$ cat src/rtl/bcd_pkg.sv
// bcd_pkg: shared constants and FSM encoding for the binary-to-BCD converter
// Used by bin2bcd_seq and bcd_add3.
package bcd_pkg;

  typedef enum logic [1:0] {
    S_IDLE  = 2'd0,
    S_SHIFT = 2'd1,
    S_DONE  = 2'd2
  } state_t;

  localparam int BCD_DIGIT_W = 4;

  localparam logic [BCD_DIGIT_W-1:0] ADD3_THRESH = 4'd5;

  // Digit count of the downstream seven-segment driver.
  localparam int SEG_DIGITS = 3;

endpackage

$ cat src/rtl/bcd_add3.sv
// bcd_add3: double-dabble digit adjust, digit >= 5 ? digit + 3 : digit
// Ports: digit (in, 4b), adj (out, 4b).
module bcd_add3
  import bcd_pkg::*;
(
  input  logic [BCD_DIGIT_W-1:0] digit,
  output logic [BCD_DIGIT_W-1:0] adj
);

  assign adj = (digit >= ADD3_THRESH) ?
               digit + 4'd3 : digit;

endmodule

$ cat src/rtl/bin2bcd_seq.sv
// bin2bcd_seq: sequential double-dabble converter, one bit per clock.
// Ports: clk, rst (sync, high), start, bin -> busy, done, bcd,
// blank_mask (only when BIN2BCD_LZB_EN is defined).
module bin2bcd_seq
  import bcd_pkg::*;
#(
  parameter int WIDTH  = 8,
  parameter int DIGITS = SEG_DIGITS
) (
  input  logic                          clk,
  input  logic                          rst,
  input  logic                          start,
  input  logic [WIDTH-1:0]              bin,
  output logic                          busy,
  output logic                          done,
`ifdef BIN2BCD_LZB_EN
  output logic [DIGITS-1:0]             blank_mask,
`endif
  output logic [BCD_DIGIT_W*DIGITS-1:0] bcd
);

  localparam int BW = BCD_DIGIT_W * DIGITS;
  localparam int CW = $clog2(WIDTH + 1);

  state_t          state;
  logic [BW-1:0]   scratch;
  logic [BW-1:0]   adj;
  logic [BW-1:0]   nxt_scratch;
  logic [WIDTH-1:0] sh;
  logic [CW-1:0]   cnt;
  logic            last;

  for (genvar g = 0; g < DIGITS; g++) begin : g_add3
    bcd_add3 u_add3 (
      .digit (scratch[g*BCD_DIGIT_W +: BCD_DIGIT_W]),
      .adj   (adj[g*BCD_DIGIT_W +: BCD_DIGIT_W])
    );
  end

  // Adjust first, then shift {scratch, sh} left by one.
  assign nxt_scratch = BW'({adj, sh[WIDTH-1]});
  assign last        = (cnt == CW'(WIDTH - 1));

`ifdef BIN2BCD_LZB_EN
  logic [DIGITS-1:0] mask_nxt;
  logic              hi_zero;

  // Blank a digit only if it and every higher digit are zero;
  // the units digit is always shown.
  always_comb begin
    mask_nxt = '0;
    hi_zero  = 1'b1;
    for (int k = DIGITS - 1; k >= 1; k--) begin
      hi_zero = hi_zero &
        (nxt_scratch[k*BCD_DIGIT_W +: BCD_DIGIT_W] == '0);
      mask_nxt[k] = hi_zero;
    end
  end
`endif

  always_ff @(posedge clk) begin
    if (rst) begin
      state   <= S_IDLE;
      busy    <= 1'b0;
      done    <= 1'b0;
      bcd     <= '0;
      scratch <= '0;
      sh      <= '0;
      cnt     <= '0;
`ifdef BIN2BCD_LZB_EN
      blank_mask <= {{(DIGITS-1){1'b1}}, 1'b0};
`endif
    end else begin
      done <= 1'b0;
      unique case (state)
        S_IDLE, S_DONE: begin
          if (start) begin
            sh      <= bin;
            scratch <= '0;
            cnt     <= '0;
            busy    <= 1'b1;
            state   <= S_SHIFT;
          end else begin
            state <= S_IDLE;
          end
        end
        S_SHIFT: begin
          scratch <= nxt_scratch;
          sh      <= sh << 1;
          cnt     <= cnt + 1'b1;
          if (last) begin
            busy  <= 1'b0;
            done  <= 1'b1;
            bcd   <= nxt_scratch;
`ifdef BIN2BCD_LZB_EN
            blank_mask <= mask_nxt;
`endif
            state <= S_DONE;
          end
        end
        default: state <= S_IDLE;
      endcase
    end
  end

endmodule
$ cat config.mk
export PLATFORM = sky130hd
export DESIGN_NAME = bin2bcd_seq
export DESIGN_NICKNAME = d
export VERILOG_FILES = /design/src/rtl/bcd_pkg.sv /design/src/rtl/bcd_add3.sv /design/src/rtl/bin2bcd_seq.sv
export SDC_FILE = /design/constraint.sdc
export NUM_CORES = 1
export LEC_CHECK = 0
export ABC_AREA = 1
export CORE_MARGIN = 10
export CORE_UTILIZATION = 40
export CTS_BUF_LIST = sky130_fd_sc_hd__clkbuf_16
export DETAILED_ROUTE_END_ITERATION = 10
export HOLD_SLACK_MARGIN = 0.1
export PLACE_DENSITY = 0.7
export SLEW_MARGIN = 20
export SYNTH_ARGS = -nofsm -noshare
export SYNTH_HDL_FRONTEND = slang
export SYNTH_HIERARCHICAL = 1
export SYNTH_SLANG_ARGS = --single-unit
$ cat constraint.sdc
create_clock -name clk -period 1.9 [get_ports clk]
set_clock_uncertainty 0.05 [all_clocks]
set_input_delay 0.19 -clock clk [delete_from_list [all_inputs] [get_ports clk]]
set_output_delay 0.19 -clock clk [all_outputs]
set_load 0.05 [all_outputs]
==> flow_metrics.tcl, run 1 <==
set metrics [dict create \
    met3WireLength_um 261 \
    ir_drop_uv 416 \
    min_delay_path_depth 2 \
    io_pins 25 \
    start_kind "flop" \
    wl_met1_mm 2.12 \
    drive_gt1_share_pct 18.9 \
    p_clk_share_pct 42.7 \
    grt_usage_pct 10.9 \
    core_area_um2 5040 \
    antenna_found_initial 0 \
    max_clock_freq_mhz 579 \
    gp_congestion 0.779 \
    cts_resized 0 \
    arrival_ns 1.49 \
    worst_setup_path_end_kind "primary output" \
    period_minus_slack_ns 1.73 \
    io_buffers 24 \
    grt_max_degree 26 \
    gr-total-overflow 0 \
    setup_viol 0 \
    min_path_type "reg2reg" \
    syn_to_final_growth_pct 20.3 \
    final_util_pct 49.0 \
    worst_pin_slew_ns 0.511 \
    clk_pin_slew_ns 0.05 \
    fillers 490 \
    relSlewSlack_pct 65.8 \
    dpl.hpwl_mm 3.07 \
    max_stage_delay_ns 0.83 \
    die_area_um2 8410 \
    syn_nets 285 \
    fin_tns_setup_ns 0 \
    cts_tree "yes" \
    final_hold_viol_count 0 \
    reg2reg_depth 7 \
    die_h_um 91.7 \
    dieWidth_um 91.7 \
    htreeDepth 2 \
    cp.buffers_inverters 1 \
    p_leak_uw 0.000989 \
    via_per_inst 4.63 \
    status "finished, final reports clean" \
    routed_wl_mm 4.37 \
    firstDrtPassIters 4 \
    cts.sinks 40 \
    nets 308 \
    pwr-share-seq_pct 48.5 \
    diodes 0 \
    switching_share_pct 23.0 \
    drt-initial-drc-count 73 \
    grt_pass1_wl_mm 7.74 \
    worstPathMaxFanout 2 \
    met2_length_mm 1.95 \
    ctsRootBufferMaster "clkbuf_16" \
    p_switching_uw 416 \
    cp_data_required_time_ns 1.66 \
    top_layer "met4" \
    p_comb_share_pct 8.8 \
    p_per_area_nw_per_um2 731 \
    postCtsHoldBufs 0 \
    cp_top_family "buffers and inverters" \
    cp.depth 1 \
    crit_chain "clkdlybuf4s50_1" \
    grt_pass1_vias 1695 \
    wl_per_cell_um 12.1 \
    start_util_pct 40.8 \
    clock_latency_ns 0.28 \
    postCtsSetupBuffers 0 \
    via_count 1673 \
    synth_area_um2 2060 \
    drtAntennaViolNets 0 \
    holdWs_ns 0.418 \
    drc 0 \
    drv_cap 0 \
    ys_warn_count 6 \
    p_int_uw 1390 \
    placed_cells 353 \
    netlist_instances 267 \
    rsz0062_at_grt "false" \
    clk_path_buf_depth 2 \
    cts_inserted_buffers 5 \
    period_share_pct 90.9 \
    synth.avg_cell_area_um2 7.70 \
    row_count 26 \
    finalMaxSlewViolations 0 \
    path_class "reg2out" \
    cpMaxStageDelayCell "clkdlybuf4s50_1" \
    fin_cells 361 \
]
[registers in the layout, summed over array words and instances (netlist names)]
| register | flops |
|---|---|
| cnt | 4 |
| done | 1 |
| scratch | 12 |
| bcd | 12 |
| state | 2 |
| busy | 1 |
| sh | 8 |
[power by group through the flow]
| stage | sequential (uW) | combinational, uW | clock (uW) |
|---|---|---|---|
| final | 876 | 159 | 772 |
| after global placement | 893 | 160 | 0 |
| after CTS | 876 | 162 | 786 |
| after global routing | 878 | 177 | 829 |
| after floorplan | 892 | 121 | 0 |
| after detailed placement | 894 | 161 | 0 |
[metal layers]
layer / vias up / track usage, %
met3: 6 / 4.65
li1: 898 / -
met2: 26 / 18.1
met1: 743 / 12.7
met4: 0 / 2.31
met5: - / 0
[path summary, 6_finish.rpt]
kind / from / end / slack (ns)
min reg2reg: scratch[11] / scratch[11] / 0.42
max reg2reg: scratch[4] / scratch[5] / 0.43
min: scratch[11] / scratch[11] / 0.42
max: bcd[11] / bcd[11] / 0.17
[tightest hold or removal path: cells and delay by family (launching register included)]
family             cells  cell delay, ns
DFF                    1            0.32
and+or+nand+nor        1            0.07
AOI/OAI and AO/OA      1            0.04
[through the flow]
| stage | area (um^2) | setup WS (ns) | power (uW) |
|---|---|---|---|
| floorplan | 2060 | 0.618 | 1010 |
| global placement | 2340 | 0.467 | 1050 |
| detailed placement | 2340 | 0.443 | 1050 |
| CTS | 2470 | 0.168 | 1820 |
| global route | 2470 | 0.142 | 1880 |
| finish | 2470 | 0.172 | 1810 |
[cell usage in the layout, fill, tap and decap left out, drive strengths merged]
| cell type | count |
|---|---|
| a21oi | 28 |
| dfxtp | 40 |
| buf | 3 |
| clkbuf | 5 |
| ha | 7 |
| nor2 | 20 |
| clkinv | 2 |
| nand3 | 38 |
| clkdlybuf4s50 | 24 |
| nand2 | 88 |
| inv | 27 |
| o21ai | 9 |
[final cells by class]
type / count / area, um^2 / area share [%]
flip-flops and latches: 40 / 801 / 32.4
multi-input cells: 190 / 1060 / 43.1
well taps: 70 / 87.6 / 3.54
clock inverters: 3 / 11.3 / 0.455
inverters: 26 / 108 / 4.35
clock buffers: 5 / 125 / 5.06
repair buffers: 27 / 275 / 11.1
No activity file was read; power rests on OpenSTA's default activity.
==> run 2: changes to the inputs <==
--- a/config.mk
+++ b/config.mk
@@ -10,6 +10,7 @@
 export CORE_UTILIZATION = 40
 export CTS_BUF_LIST = sky130_fd_sc_hd__clkbuf_16
 export DETAILED_ROUTE_END_ITERATION = 10
+export GPL_ROUTABILITY_DRIVEN = 0
 export HOLD_SLACK_MARGIN = 0.1
 export PLACE_DENSITY = 0.7
 export SLEW_MARGIN = 20
==> results of run 2 <==
Final layout, timing and power as in run 1 (identical DEF).
